`config.mk`:
```
export PLATFORM = sky130hd
export DESIGN_NAME = display_scan_controller
export DESIGN_NICKNAME = d
export VERILOG_FILES = /design/src/rtl/display_scan_controller_pkg.sv /design/src/rtl/display_scan_controller_refresh_prescaler.sv /design/src/rtl/display_scan_controller.sv
export SDC_FILE = /design/constraint.sdc
export NUM_CORES = 1
export LEC_CHECK = 0
export ABC_AREA = 1
export BUFFER_PORTS_ARGS = -buffer_cell sky130_fd_sc_hd__buf_2
export CAP_MARGIN = 20
export CORE_MARGIN = 2
export CORE_UTILIZATION = 30
export CTS_BUF_LIST = sky130_fd_sc_hd__clkbuf_8 sky130_fd_sc_hd__clkbuf_16
export CTS_CLUSTER_SIZE = 20
export DETAILED_ROUTE_END_ITERATION = 16
export GPL_TIMING_DRIVEN = 1
export SLEW_MARGIN = 5
export SYNTH_ARGS = -nofsm -noshare
export SYNTH_HDL_FRONTEND = slang
export SYNTH_SLANG_ARGS = --single-unit
```
`constraint.sdc`:
```
create_clock -name clk -period 3.8 [get_ports clk]
set_input_delay 0.38 -clock clk [delete_from_list [all_inputs] [get_ports clk]]
set_output_delay 0.38 -clock clk [all_outputs]
set_load 0.01 [all_outputs]
```
`src/rtl/display_scan_controller_pkg.sv`:
```
// Shared constants, types and the per-slot scan helper for the display scan controller.
package display_scan_controller_pkg;

  localparam int unsigned N_DIGITS            = 8;
  localparam int unsigned IDX_W               = 3;
  localparam int unsigned NIB_W               = 4;
  localparam int unsigned DATA_W              = N_DIGITS * NIB_W;
  localparam int unsigned REFRESH_DIV_DEFAULT = 100000;

  localparam logic [N_DIGITS-1:0] ANODE_OFF = 8'hFF;
  // Index sits on the last digit in reset so the first tick lands on digit 0.
  localparam logic [IDX_W-1:0]    IDX_RESET = IDX_W'(N_DIGITS - 1);

  typedef logic [IDX_W-1:0] digit_idx_t;
  typedef logic [NIB_W-1:0] nibble_t;

  // Registered output pair for one digit slot.
  typedef struct packed {
    logic [N_DIGITS-1:0] anode;
    nibble_t             hex;
  } scan_out_t;

  // Anode pattern and nibble for digit idx of word, including leading-zero blanking.
  function automatic scan_out_t scan_slot(input logic [DATA_W-1:0] word,
                                          input digit_idx_t        idx,
                                          input logic              enable,
                                          input logic              blank_lz);
    logic [DATA_W-1:0] upper;
    logic              hidden;
    scan_out_t         s;
    // upper holds word[31:4*idx] right-aligned; a zero value means this digit leads with zeros
    upper   = word >> {idx, 2'b00};
    hidden  = blank_lz && (idx != '0) && (upper == '0);
    s.hex   = upper[NIB_W-1:0];
    s.anode = (enable && !hidden) ? ~(N_DIGITS'(1) << idx) : ANODE_OFF;
    return s;
  endfunction

endpackage

```
`src/rtl/display_scan_controller_refresh_prescaler.sv`:
```
// Free-running divider producing one tick every DIV clocks.
module refresh_prescaler
  import display_scan_controller_pkg::*;
#(
  parameter int unsigned DIV = REFRESH_DIV_DEFAULT
) (
  input  logic clk,
  input  logic reset,
  output logic tick
);

  localparam int unsigned      CNT_W   = (DIV > 1) ? $clog2(DIV) : 1;
  localparam logic [CNT_W-1:0] CNT_MAX = CNT_W'(DIV - 1);

  logic [CNT_W-1:0] cnt;

  // Count 0..DIV-1 and wrap.
  always_ff @(posedge clk or posedge reset) begin
    if (reset) begin
      cnt <= '0;
    end else if (cnt == CNT_MAX) begin
      cnt <= '0;
    end else begin
      cnt <= cnt + CNT_W'(1);
    end
  end

  // Tick is valid for the whole cycle in which the counter holds its terminal value.
  assign tick = (cnt == CNT_MAX);

endmodule

```
`src/rtl/display_scan_controller.sv`:
```
// Eight-digit multiplexed display scanner with frame-aligned data commit.
module display_scan_controller
  import display_scan_controller_pkg::*;
#(
  parameter int unsigned REFRESH_DIV = REFRESH_DIV_DEFAULT
) (
  input  logic                clk,
  input  logic                reset,
  input  logic [DATA_W-1:0]   data_in,
  input  logic                load,
  input  logic                enable,
  input  logic                blank_lz,
  output logic [NIB_W-1:0]    hex_out,
  output logic [N_DIGITS-1:0] anode,
  output logic                load_ack
);

  logic              tick;
  digit_idx_t        idx;
  digit_idx_t        idx_nxt;
  logic [DATA_W-1:0] display;
  logic [DATA_W-1:0] display_nxt;
  logic [DATA_W-1:0] pending;
  logic              pending_valid;
  logic              commit;
  scan_out_t         slot_nxt;

  refresh_prescaler #(
    .DIV (REFRESH_DIV)
  ) u_prescaler (
    .clk   (clk),
    .reset (reset),
    .tick  (tick)
  );

  // Next digit, commit decision and the slot the outputs will show after this tick.
  always_comb begin
    idx_nxt     = idx + IDX_W'(1);
    commit      = 1'b0;
    display_nxt = display;
    if (tick && (idx_nxt == '0) && pending_valid) begin
      commit      = 1'b1;
      display_nxt = pending;
    end
    slot_nxt = scan_slot(display_nxt, idx_nxt, enable, blank_lz);
  end

  // Digit index and displayed word; the word only moves on the wrap to digit 0.
  always_ff @(posedge clk or posedge reset) begin
    if (reset) begin
      idx     <= IDX_RESET;
      display <= '0;
    end else begin
      if (tick) begin
        idx <= idx_nxt;
      end
      if (commit) begin
        display <= pending;
      end
    end
  end

  // Pending buffer; a load in the commit cycle refills it after the old value is consumed.
  always_ff @(posedge clk or posedge reset) begin
    if (reset) begin
      pending       <= '0;
      pending_valid <= 1'b0;
    end else if (load) begin
      pending       <= data_in;
      pending_valid <= 1'b1;
    end else if (commit) begin
      pending_valid <= 1'b0;
    end
  end

  // Registered scan outputs and the commit acknowledge pulse.
  always_ff @(posedge clk or posedge reset) begin
    if (reset) begin
      anode    <= ANODE_OFF;
      hex_out  <= '0;
      load_ack <= 1'b0;
    end else begin
      load_ack <= commit;
      if (tick) begin
        anode   <= slot_nxt.anode;
        hex_out <= slot_nxt.hex;
      end
    end
  end

endmodule

```
-- Word level (Yosys, flattened, before mapping)
Cells that the tools add are included.
- bits in registers: 98
- input port bits: 37
- output and inout port bits: 13
- logic and storage cells: 30
- add/subtract/negate cells: 2
- equality and inequality tests: 1
- shift-type cells: 2
- mux-type cells: 6
- bitwise gates (word level): 1
- reductions and logical operators: 10
- operator list (operator ; count):
    $logic_not A32 Y1 ; 1
    $mux W32 ; 1
    $shr A32 B5 Y32 ; 1
    $add A17 B1 Y17 const B ; 1
    $eq A17 B17 Y1 const B ; 1
    $mux W17 ; 1
    $mux W8 ; 1
    $not A8 Y8 ; 1
    $shl A1 B3 Y8 const A ; 1
    $logic_and A1 B1 Y1 ; 5
    $add A3 B1 Y3 const B ; 1
    $logic_not A3 Y1 ; 1
    $mux W1 ; 3
    $reduce_bool A3 Y1 ; 1
    $reduce_bool A2 Y1 ; 1
    $logic_not A1 Y1 ; 1

-- Depth between registers and ports, before layout
Gate-level depths: netlist of run 1.
- depth in word-level cells: 11
- gate-level depth with buffers: 21
- depth with buffers taken out: 21

-- Hierarchy
A second synthesis of run 1 with hierarchy kept.
- cell total of the unflattened synthesis: 732
- area total of the unflattened synthesis: 5365.1 sq um
- by module, submodules not included (module ; times used ; cells each ; area each (sq um) ; seq. area each (sq um)):
    display_scan_controller ; 1 ; 588 ; 4388.0 ; 2040.7
    refresh_prescaler ; 1 ; 144 ; 977.2 ; 425.4

-- Worst setup path before layout of run 1
OpenSTA, ideal clock, no wires.
- path type: reg-to-reg
- from: reg idx[0]
- to: reg anode[1]
- setup time: 58 ps
- arrival: 2397 ps
- data required time: 3742 ps
- setup slack: 1345 ps
- cell stages (with the launch flop): 16
- path buffers: 2
- period minus slack after synthesis: 2455 ps
- cells stage by stage: dfstp_2 clkinv_1 clkbuf_1 ha_1 inv_1 buf_2 nand3_1 nand3_1 nand2_1 nor2_1 nand2_1 nor2_2 nand2_2 nand3_1 nand2_1 inv_1
- longest elaborated chain between the ends: 11
- elaborated cells on any way between the ends: 15
- those cells by class: add/sub (1); shift (2); mux (2); bitwise (1); reduce/logical (9)
- RTL lines (what ; line ; text):
    start: declaration ; display_scan_controller.sv:19 ; digit_idx_t idx;
    start signal: assignment ; display_scan_controller.sv:55 ; idx <= idx_nxt;
    $add A3 B1 Y3 * ; display_scan_controller.sv:38 ; idx_nxt = idx + IDX_W'(1);
    named net idx_nxt[0] ; display_scan_controller.sv:20 ; digit_idx_t idx_nxt;
    $logic_not A3 Y1 ; display_scan_controller.sv:41 ; if (tick && (idx_nxt == '0) && pending_valid) begin
    $logic_and A1 B1 Y1 (2 in a row) ; display_scan_controller.sv:41 ;
    $mux W32 ; display_scan_controller.sv:41 ;
    $shr A32 B5 Y32 ; display_scan_controller_pkg.sv:32 ; upper = word >> {idx, 2'b00};
    $logic_not A32 Y1 ; display_scan_controller_pkg.sv:33 ; hidden = blank_lz && (idx != '0) && (upper == '0);
    $logic_and A1 B1 Y1 ; display_scan_controller_pkg.sv:33 ;
    $logic_not A1 Y1 ; display_scan_controller_pkg.sv:35 ; s.anode = (enable && !hidden) ? ~(N_DIGITS'(1) << idx) : ANODE_OFF;
    $logic_and A1 B1 Y1 ; display_scan_controller_pkg.sv:35 ;
    $mux W8 * ; display_scan_controller_pkg.sv:35 ;
    end signal: assignment ; display_scan_controller.sv:85 ; anode <= slot_nxt.anode;
    end: declaration ; display_scan_controller.sv:14 ; output logic [N_DIGITS-1:0] anode,
Mark *: on every way through the listed nets, which the timed path passes. The rest lies on a longest branch.
A chain may end at the register's enable or synchronous reset.

-- Worst setup path after layout of run 1
- from: reg idx[0]
- to: reg anode[2]
- longest elaborated chain between the ends: 11
- elaborated cells on any way between the ends: 15
- those cells by class: add/sub (1); shift (2); mux (2); bitwise (1); reduce/logical (9)
- RTL lines (what ; line):
    $add A3 B1 Y3 * ; display_scan_controller.sv:38
    $logic_not A3 Y1 ; display_scan_controller.sv:41
    $logic_and A1 B1 Y1 (2 in a row) ; display_scan_controller.sv:41
    $mux W32 ; display_scan_controller.sv:41
    $shr A32 B5 Y32 ; display_scan_controller_pkg.sv:32
    $logic_not A32 Y1 ; display_scan_controller_pkg.sv:33
    $logic_and A1 B1 Y1 ; display_scan_controller_pkg.sv:33
    $logic_not A1 Y1 ; display_scan_controller_pkg.sv:35
    $logic_and A1 B1 Y1 ; display_scan_controller_pkg.sv:35
    $mux W8 * ; display_scan_controller_pkg.sv:35
Every way passes the cells marked *; elsewhere a longest branch is shown, timed or not.

==> results_dict.tcl, run 1 <==
set metrics [dict create \
    n_fill_cell 1873 \
    final_max_slew_viol_count 0 \
    ys_types 34 \
    hpwlAfterDp_um 9367 \
    grt_pass1_wl_um 22100 \
    worst_ir_drop_vdd_mv 0.2174 \
    end_kind "flip-flop" \
    cp-start-kind "flip-flop" \
    fin_util 0.3486 \
    powerDensity_nw_per_um2 335.6 \
    nets 802 \
    avgViaCountPerCell 4.568 \
    antenna_found_initial 0 \
    p_int_w 0.001555 \
    grt_max_degree 47 \
    antenna_cells 0 \
    tightest_slew_ns 0.7882 \
    use_met1 0.2130 \
    critPathMaxStageDelay_ns 0.64 \
    grt_overflow_total 0 \
    crit_required_ns 4.10 \
    cts_resized 0 \
    die_w_um 136.8 \
    wire_per_inst_um 13.28 \
    finalClockSkew_ns 0.008371 \
    fmax_mhz 300.3 \
    slew_headroom 0.4745 \
    path_delay_family "simple AND/OR/NAND/NOR gates" \
    syn_inst 719 \
    r2r_slack_ns 0.47 \
    row_count 48 \
    io_buffers 49 \
    synth_nets 762 \
    grt.busiest_layer "met2" \
    met3_usage 0.03148 \
    met2_usage 0.2308 \
    p_clk_frac 0.416 \
    start_util 0.3061 \
    crit_slowest_cell "dfstp_2" \
    dieHeight_um 136.8 \
    fin_setup_tns_ns 0 \
    worstSetupPathType "flip-flop to flip-flop" \
    switching_power_w 0.0004680 \
    cts_setup_buffers 0 \
    ys_seq_area_frac 0.4658 \
    path_clk_slew_ns 0.07 \
    cp.arrival_ns 3.63 \
    holdBufCountCts 0 \
    htree_num_levels 3 \
    min_period_ns 3.330 \
    first_pass_iters 4 \
    core_um2 17300 \
    grt_usage 0.1515 \
    cts_buffers 9 \
    cp_max_fo 27 \
    final_cell_mix "236 x nand2_1, 110 x inv_1, 92 x nand3_1, 87 x dfrtp_1, 49 x buf_2" \
    post-route-drc-count 0 \
    rsz0062_at_grt "no" \
    clockBufferDepth 2 \
    seq_power_share 0.540 \
    syn_to_final_growth_pct 13.90 \
    crit_buf_inv 2 \
    drt_iter0_drc 349 \
    min_period_over_period 0.8764 \
    power_switching_share 0.2313 \
    finalHoldViolCount 0 \
    p_leak_nw 3.373 \
    grt_pass1_vias 4432 \
    drive_gt1_frac 0.1402 \
    clock_sinks 98 \
    die_area_um2 18730 \
    detail-route-antenna-nets 0 \
    setup_violations 0 \
    cts_tree "built" \
    syn_area_um2 5294 \
    crit_chain "ha_1, xor2_4, nor2_4, nand4_4, o21ai_0, nand2_1, nand3_1, nand3_1, nand2_1, nand2_1, inv_1, nand2_1, nor2_2, nand2_2, nand3_1, nand2_1, inv_1" \
    wl_um 13120 \
    cts_root_buf "clkbuf_16" \
    cp_common_cell "nand2_1" \
    synth_area_per_cell_um2 7.363 \
    cap_viol_max_count 0 \
    status "finished clean" \
    holdCritPathClass "input port to asynchronous set/reset pin" \
    ys_ff_latch 98 \
    comb_power_share 0.044 \
    gp_congestion 0.9171 \
    ios 50 \
    dr_total_vias 4513 \
    final_common_cell "nand2_1" \
    worstSkewPairLatency_ns 0.35 \
    yosys_warnings 0 \
]
==> power groups by stage <==
stage,registers [W],logic (W),clock network [W]
3_5_place_dp,0.00111,0.0000941,0
4_1_cts,0.00109,0.0000943,0.000866
2_1_floorplan,0.00110,0.0000550,0
3_3_place_gp,0.00111,0.0000931,0
6_report,0.00109,0.0000900,0.000842
5_1_grt,0.00109,0.000107,0.000902
==> cells by family (layout without fill, tap and decap cells) <==
family                   after synthesis  in the layout  share of synthesized area
AO/OA/AOI/OAI                         46             46                    0.04632
XOR/XNOR                               4              4                    0.01016
adder cells (fa/ha/maj)                6              6                    0.01418
buffers and inverters                141            185                     0.1066
flip-flops                            98             98                     0.4658
AND/OR/NAND/NOR                      424            424                     0.3569
==> sequential cells by signal (all words and copies together), names as in the netlist <==
| register | flops |
|---|---|
| pending | 32 |
| pending_valid | 1 |
| idx | 3 |
| hex_out | 4 |
| u_prescaler.cnt | 17 |
| display | 32 |
| load_ack | 1 |
| anode | 8 |
==> worst paths after layout <==
path	from	endpoint	depth (start not counted)
setup / recovery	idx[0]$_DFFE_PP1N_	anode[2]$_DFFE_PP1N_	17
hold / removal	reset	pending[29]$_DFFE_PP0P_	2
setup reg to reg	idx[0]$_DFFE_PP1N_	anode[2]$_DFFE_PP1N_	17
hold reg to reg	u_prescaler.cnt[0]$_DFF_PP0_	u_prescaler.cnt[0]$_DFF_PP0_	1
max in group asynchronous	reset	anode[6]$_DFFE_PP1N_	3
min in group clk	data_in[11]	pending[11]$_DFFE_PP0P_	3
==> worst register-to-register path, cell delays in order, from the launching register on <==
cell and delay (ns):
dfstp_2 0.64, ha_1 0.29, xor2_4 0.16, nor2_4 0.30, nand4_4 0.39, o21ai_0 0.48
nand2_1 0.13, nand3_1 0.09, nand3_1 0.10, nand2_1 0.14, nand2_1 0.07, inv_1 0.05
nand2_1 0.05, nor2_2 0.09, nand2_2 0.11, nand3_1 0.10, nand2_1 0.05, inv_1 0.04
==> synthesized netlist by cell type <==
cell	count	area, um2
clkinv_1	1	3.750
nand4_1	23	143.9
o21ai_0	28	140.1
buf_4	1	7.510
ha_1	6	75.07
buf_1	2	7.510
o21a_1	1	7.510
o211ai_1	3	22.52
a21oi_1	7	35.03
nand3_1	92	460.4
nor3_1	10	50.05
nor3_2	1	10.01
nor4_1	3	18.77
and2_1	2	12.51
inv_2	2	7.510
inv_1	108	405.4
buf_6	3	33.78
xor2_1	3	26.28
nand2_1	236	885.9
nand2_2	3	18.77
or2_2	7	43.79
nor2_4	2	22.52
xor2_4	1	27.53
dfstp_2	11	289.0
buf_2	7	35.03
nor2_1	37	138.9
dfrtp_1	87	2177
nand4_4	2	42.54
clkbuf_1	17	63.81
and2_0	1	6.260
nand3_2	1	10.01
nor2_2	4	25.02
a31oi_1	4	25.02
o21ai_1	3	15.01
==> cell type report <==
type | count | area (um2) | share of cell area
Inverter | 111 | 419.2 | 0.06952
Clock buffer | 10 | 239.0 | 0.03963
Tap cell | 225 | 281.5 | 0.04669
Multi-Input combinational cell | 480 | 2266 | 0.3758
Clock inverter | 5 | 25.02 | 0.004150
Sequential cell | 98 | 2466 | 0.4090
Timing Repair Buffer | 59 | 332.8 | 0.05520
==> routing by layer <==
metal	routed length, um	part of all wire
met1	6486	0.49
met3	637	0.049
met5	0	0
met2	5787	0.44
met4	212	0.016
==> metrics by stage <==
stage               instances  instance area, um2  setup WS [ns]  hold slack (ns)  total power (W)
floorplan                 719                5294         0.8761           0.4329         0.001159
global route              988                6030       0.001167           0.1294         0.002103
detailed placement        973                5766         0.4849           0.4584         0.001205
finish                    988                6030         0.4697          0.08765         0.002023
global placement          973                5766         0.5393           0.4541         0.001203
CTS                       988                6030         0.4432          0.09796         0.002052
Note: power is estimated with default switching activity, not from simulation.
==> run 2: changes to the inputs <==
--- a/config.mk
+++ b/config.mk
@@ -5,7 +5,6 @@
 export SDC_FILE = /design/constraint.sdc
 export NUM_CORES = 1
 export LEC_CHECK = 0
-export ABC_AREA = 1
 export BUFFER_PORTS_ARGS = -buffer_cell sky130_fd_sc_hd__buf_2
 export CAP_MARGIN = 20
 export CORE_MARGIN = 2
==> run 2 against run 1 <==
  * First-iteration DRC count fell by 17%
  * Synthesized cell count is 22% lower
  * Largest cell class is now multi-input gates
  * Sequential cell count is the same
  * Fmax down 4.8%
  * Clock skew decreased by 0.0015 ns
  * Non-clock buffer count increased by 7
  * Sequential share of layout area is 0.73 points higher
  * Final cell count is 16% lower
  * Power is 5.8% higher
==> results_dict.tcl, run 2 <==
set metrics [dict create \
    status "finished clean" \
    crit_buf_inv 0 \
    use_met1 0.2127 \
    cts_root_buf "clkbuf_16" \
    io_buffers 49 \
    r2r-start "idx[1]$_DFFE_PP1N_" \
    p_leak_nw 2.736 \
    fin_setup_tns_ns 0 \
    grt_pass1_vias 4072 \
    cts_setup_buffers 0 \
    netlist_top_cells_area "dfrtp_1 43%, nand2_1 14%, mux2_2 7.5%, dfstp_2 5.7%, a211oi_1 4.0%" \
    worstSkewPairLatency_ns 0.35 \
    fmax_mhz 285.9 \
    cts_resized 0 \
    cap_viol_max_count 0 \
    r2r_slack_ns 0.30 \
    post-route-drc-count 0 \
    slew_headroom 0.4691 \
    finalClockSkew_ns 0.006872 \
    drt_iter0_drc 288 \
    cp.arrival_ns 3.78 \
    critPathMaxStageDelay_ns 0.56 \
    drive_gt1_frac 0.2286 \
    start_util 0.3071 \
    end_kind "flip-flop" \
    cts_buffers 9 \
    worst_ir_drop_vdd_mv 0.2402 \
    powerDensity_nw_per_um2 361.3 \
    yosys_warnings 0 \
    syn_to_final_growth_pct 15.91 \
    crit_slowest_cell "dfstp_2" \
    n_fill_cell 1705 \
    min_period_ns 3.498 \
    synth_edf_count 0 \
    grt_pass1_wl_um 21260 \
    synth_largest_area_cell "dfrtp_1" \
    ys_types 45 \
    final_max_slew_viol_count 0 \
    path_delay_family "simple AND/OR/NAND/NOR gates" \
    final_cell_mix "185 x nand2_1, 87 x dfrtp_1, 49 x buf_2, 36 x nor2_1, 34 x mux2_2" \
    synth_area_per_cell_um2 9.143 \
    first_pass_iters 4 \
    die_area_um2 18100 \
    ys_ff_latch 98 \
    nets 646 \
    grt_max_degree 66 \
    clock_sinks 98 \
    hpwlAfterDp_um 9301 \
    dr_total_vias 4146 \
    power_w 0.002140 \
    tightest_slew_ns 0.7964 \
    async_flop_share 1.000 \
    rsz0062_at_grt "no" \
    dieHeight_um 134.5 \
    clockBufferDepth 2 \
    dp_slack_ns 0.3216 \
    final_common_cell "nand2_1" \
    wl_um 12540 \
    grt_usage 0.1475 \
    cts_tree "built" \
    synthFlopType "dfrtp_1" \
    met2_usage 0.2234 \
    synth_nets 602 \
    syn_inst 559 \
    cp_max_fo 15 \
    grt.busiest_layer "met2" \
    detail-route-antenna-nets 0 \
    syn_area_um2 5111 \
    cp-start-kind "flip-flop" \
    finalWorstSetupSlack_ns 0.3025 \
    setup_violations 0 \
    cp_common_cell "a31oi_1" \
    min_period_over_period 0.9204 \
    place_area_um2 5619 \
    path_clk_slew_ns 0.07 \
    worstSetupPathType "flip-flop to flip-flop" \
    synth_most_common_cell "nand2_1" \
    postLayoutCellArea_um2 5924 \
    row_count 47 \
    synth_top_area_share 0.4259 \
    antenna_found_initial 0 \
    htree_num_levels 3 \
    antenna_cells 0 \
    die_w_um 134.5 \
    gp_congestion 0.9404 \
    met3_usage 0.03716 \
    largestRegisters "display x32, pending x32, u_prescaler.cnt x17" \
    ios 50 \
    wire_per_inst_um 15.14 \
    holdCritPathClass "input port to asynchronous set/reset pin" \
    avgViaCountPerCell 5.007 \
    finalHoldViolCount 0 \
    synth_common_cells "185 x nand2_1, 87 x dfrtp_1, 36 x nor2_1" \
    core_um2 16640 \
    crit_required_ns 4.08 \
    r2r-end "anode[1]$_DFFE_PP1N_" \
    holdBufCountCts 0 \
    grt_overflow_total 0 \
    ys_seq_area_frac 0.4825 \
    crit_chain "ha_1, xnor2_2, and3_1, nand2_1, or3_1, a31oi_1, a31oi_1, or4_4, o21ai_1" \
    reg2reg_depth 9 \
]
==> run 2: changes by cell type in the layout (fill, tap and decap cells not counted), sizes merged, moves of 10 or more <==
cell | previous run | this run
inv | 113 | 6
nand4 | 25 | 7
nand3 | 93 | 7
a22oi | 0 | 16
a211oi | 0 | 27
xnor2 | 0 | 10
mux2 | 0 | 34
nand2 | 239 | 185
==> run 2: how the worst max path moves through the flow <==
stage | startpoint | end | cells past startpoint
floorplan | idx[0]$_DFFE_PP1N_ | anode[1]$_DFFE_PP1N_ | 10
global placement | idx[1]$_DFFE_PP1N_ | anode[1]$_DFFE_PP1N_ | 9
detailed placement | idx[1]$_DFFE_PP1N_ | anode[2]$_DFFE_PP1N_ | 9
CTS | idx[1]$_DFFE_PP1N_ | anode[2]$_DFFE_PP1N_ | 9
global route | idx[1]$_DFFE_PP1N_ | anode[6]$_DFFE_PP1N_ | 9
finish | idx[1]$_DFFE_PP1N_ | anode[1]$_DFFE_PP1N_ | 9
==> run 2: logic make-up after synthesis <==
family | synth area share
AND/OR/NAND/NOR | 0.2375
flip-flops | 0.4825
AO/OA/AOI/OAI | 0.1212
buffers and inverters | 0.03084
multiplexers | 0.07931
XOR/XNOR | 0.03403
adder cells (fa/ha/maj) | 0.01469
==> run 2: routing by layer <==
| layer | up-vias | share of wire |
|---|---|---|
| li1 | 2044 | - |
| met1 | 2012 | 0.50 |
| met2 | 78 | 0.45 |
| met3 | 12 | 0.043 |
| met4 | 0 | 0.010 |
| met5 | - | 0 |
==> run 2: cell type report <==
class / instances / area, um2 / area share
inverter: 4 / 17.52 / 0.002957
multi-input combinational: 424 / 2487 / 0.4199
tap: 220 / 275.3 / 0.04646
sequential: 98 / 2466 / 0.4163
timing repair buffer: 66 / 372.9 / 0.06294
clock inverter: 5 / 52.55 / 0.008870
clock buffer: 11 / 252.7 / 0.04266
==> run 2: stage by stage <==
step	utilization	cells	hold slack (ns)
global route	0.3560	828	0.2050
detailed placement	0.3376	812	0.4662
global placement	0.3376	812	0.4664
finish	0.3560	828	0.1831
floorplan	-	559	0.4422
CTS	0.3560	828	0.1805
==> run 2: report_power, final <==
part	total (W)	switching [W]	internal, W
Sequential	0.00112	0.0000411	0.00108
Clock	0.000922	0.000379	0.000543
Combinational	0.0000990	0.0000475	0.0000516
Total	0.00214	0.000467	0.00167
==> run 3: changes to the inputs <==
--- a/config.mk
+++ b/config.mk
@@ -5,13 +5,13 @@
 export SDC_FILE = /design/constraint.sdc
 export NUM_CORES = 1
 export LEC_CHECK = 0
-export BUFFER_PORTS_ARGS = -buffer_cell sky130_fd_sc_hd__buf_2
 export CAP_MARGIN = 20
 export CORE_MARGIN = 2
 export CORE_UTILIZATION = 30
 export CTS_BUF_LIST = sky130_fd_sc_hd__clkbuf_8 sky130_fd_sc_hd__clkbuf_16
 export CTS_CLUSTER_SIZE = 20
 export DETAILED_ROUTE_END_ITERATION = 16
+export DONT_BUFFER_PORTS = 1
 export GPL_TIMING_DRIVEN = 1
 export SLEW_MARGIN = 5
 export SYNTH_ARGS = -nofsm -noshare
==> run 3 against run 2 <==
  * First-iteration DRC count did not move
  * Clock skew rose by 0.0037 ns
  * Non-clock buffer count fell by 50
  * Count of clock-buffer cells in the layout rose by 1
  * Register-to-register slack got worse by 0.09 ns
  * Die area did not move
  * Largest cell class unchanged
==> results_dict.tcl, run 3 (synthesized netlist as in run 2, its figures left out) <==
set metrics [dict create \
    crit_buf_inv 0 \
    antenna_found_initial 0 \
    fin_util 0.3443 \
    cp_common_cell "a31oi_1" \
    use_met1 0.2081 \
    end_kind "flip-flop" \
    cts_setup_buffers 0 \
    cts_resized 0 \
    final_max_slew_viol_count 0 \
    post-route-drc-count 0 \
    worstSetupPathType "flip-flop to flip-flop" \
    crit_chain "ha_1, xnor2_2, and3_1, nand2_1, or3_1, a31oi_1, a31oi_1, or4_4, o21ai_1" \
    grt_overflow_total 0 \
    row_count 47 \
    avgViaCountPerCell 5.163 \
    largestRegisters "display x32, pending x32, u_prescaler.cnt x17" \
    grt_pass1_vias 4041 \
    io_buffers 0 \
    antenna_cells 0 \
    slew_headroom 0.6129 \
    detail-route-antenna-nets 0 \
    syn_to_final_growth_pct 12.12 \
    rsz0062_at_grt "no" \
    status "finished clean" \
    cts_buffers 9 \
    cap_viol_max_count 0 \
    path_delay_family "simple AND/OR/NAND/NOR gates" \
    p_leak_nw 2.534 \
    cp_max_fo 12 \
    holdCritPathClass "input port to flip-flop" \
    setup_violations 0 \
    worstSkewPairLatency_ns 0.35 \
    fin_setup_tns_ns 0 \
    crit_required_ns 4.07 \
    gp_congestion 0.8905 \
    dieHeight_um 134.5 \
    nets 596 \
    cts_tree "built" \
    min_period_over_period 0.9446 \
    finalClockSkew_ns 0.01059 \
    met2_usage 0.2364 \
    powerDensity_nw_per_um2 376.3 \
    finalHoldViolCount 0 \
    first_pass_iters 4 \
    final_cell_mix "185 x nand2_1, 87 x dfrtp_1, 36 x nor2_1, 34 x mux2_2, 27 x a211oi_1" \
    critPathMaxStageDelay_ns 0.56 \
    wire_per_inst_um 16.86 \
    die_area_um2 18100 \
    core_um2 16640 \
    grt.busiest_layer "met2" \
    ios 50 \
    r2r_slack_ns 0.21 \
    grt_pass1_wl_um 21860 \
    clock_sinks 98 \
    cts_root_buf "clkbuf_16" \
    fmax_mhz 278.6 \
    met3_usage 0.05143 \
    drive_gt1_frac 0.1577 \
    clockBufferDepth 2 \
    grt_usage 0.1531 \
    worst_ir_drop_vdd_mv 0.1843 \
    dr_total_vias 4017 \
    hpwlAfterDp_um 9540 \
    tightest_slew_ns 0.5771 \
    cp-start-kind "flip-flop" \
    die_w_um 134.5 \
    min_period_ns 3.589 \
    crit_slowest_cell "dfstp_2" \
    grt_max_degree 79 \
    htree_num_levels 3 \
    path_clk_slew_ns 0.06 \
    start_util 0.3071 \
    cp.arrival_ns 3.86 \
    wl_um 13120 \
    final_common_cell "nand2_1" \
    drt_iter0_drc 288 \
]
run 3: path summary, 6_finish.rpt:
kind                                        start                             to  depth (start not counted)
hold / removal                             enable           anode[0]$_DFFE_PP1N_                          1
max in group asynchronous                   reset        display[26]$_DFFE_PP0N_                          4
hold reg to reg            display[3]$_DFFE_PP0N_         display[3]$_DFFE_PP0N_                          2
setup / recovery               idx[1]$_DFFE_PP1N_           anode[1]$_DFFE_PP1N_                          9
setup reg to reg               idx[1]$_DFFE_PP1N_           anode[1]$_DFFE_PP1N_                          9
min in group asynchronous                   reset  u_prescaler.cnt[14]$_DFF_PP0_                          2
run 3: cell type report:
class,count,area [um2]
Fill cell,1675,10910
Multi-Input combinational cell,424,2487
Sequential cell,98,2466
Tap cell,220,275.3
Clock buffer,12,266.5
Timing Repair Buffer,16,167.7
Clock inverter,4,50.05
Inverter,4,17.52
run 3: routing by layer:
metal,part of all wire,vias to the layer above,wire length (um)
met3,0.074,8,969
li1,-,1939,-
met1,0.46,1974,6080
met4,0.010,0,132
met2,0.45,96,5932
met5,0,-,0
run 3: worst reg2reg max path: stages (launching register included):
cell,delay (ns)
dfstp_2,0.56
ha_1,0.25
xnor2_2,0.20
and3_1,0.47
nand2_1,0.38
or3_1,0.46
a31oi_1,0.27
a31oi_1,0.20
or4_4,0.56
o21ai_1,0.17
run 3: where the power goes:
| part | switching (W) | leakage [nW] | internal [W] |
|---|---|---|---|
| sequential | 0.0000390 | 1.24 | 0.00108 |
| clock | 0.000397 | 0.156 | 0.000563 |
| combinational | 0.0000367 | 1.14 | 0.0000422 |
| total | 0.000473 | 2.53 | 0.00168 |
run 3: stage by stage:
step / worst slack [ns] / area, um2 / cells / hold WS [ns] / total power (W)
final: 0.2106 / 5731 / 778 / 0.09053 / 0.002156
after global routing: 0.01652 / 5731 / 778 / 0.07338 / 0.002239
after CTS: 0.1964 / 5693 / 776 / 0.07477 / 0.002181
after detailed placement: 0.2170 / 5376 / 760 / 0.4462 / 0.001213
after global placement: 0.3291 / 5376 / 760 / 0.4436 / 0.001208
after floorplan: 0.7477 / 5111 / 559 / 0.4422 / 0.001190
run 3: what timing repair did:
action                                  CTS  global route
hold buffers                              0             1
hold endpoints to repair                  0            14
endpoints found under the setup margin    0             0
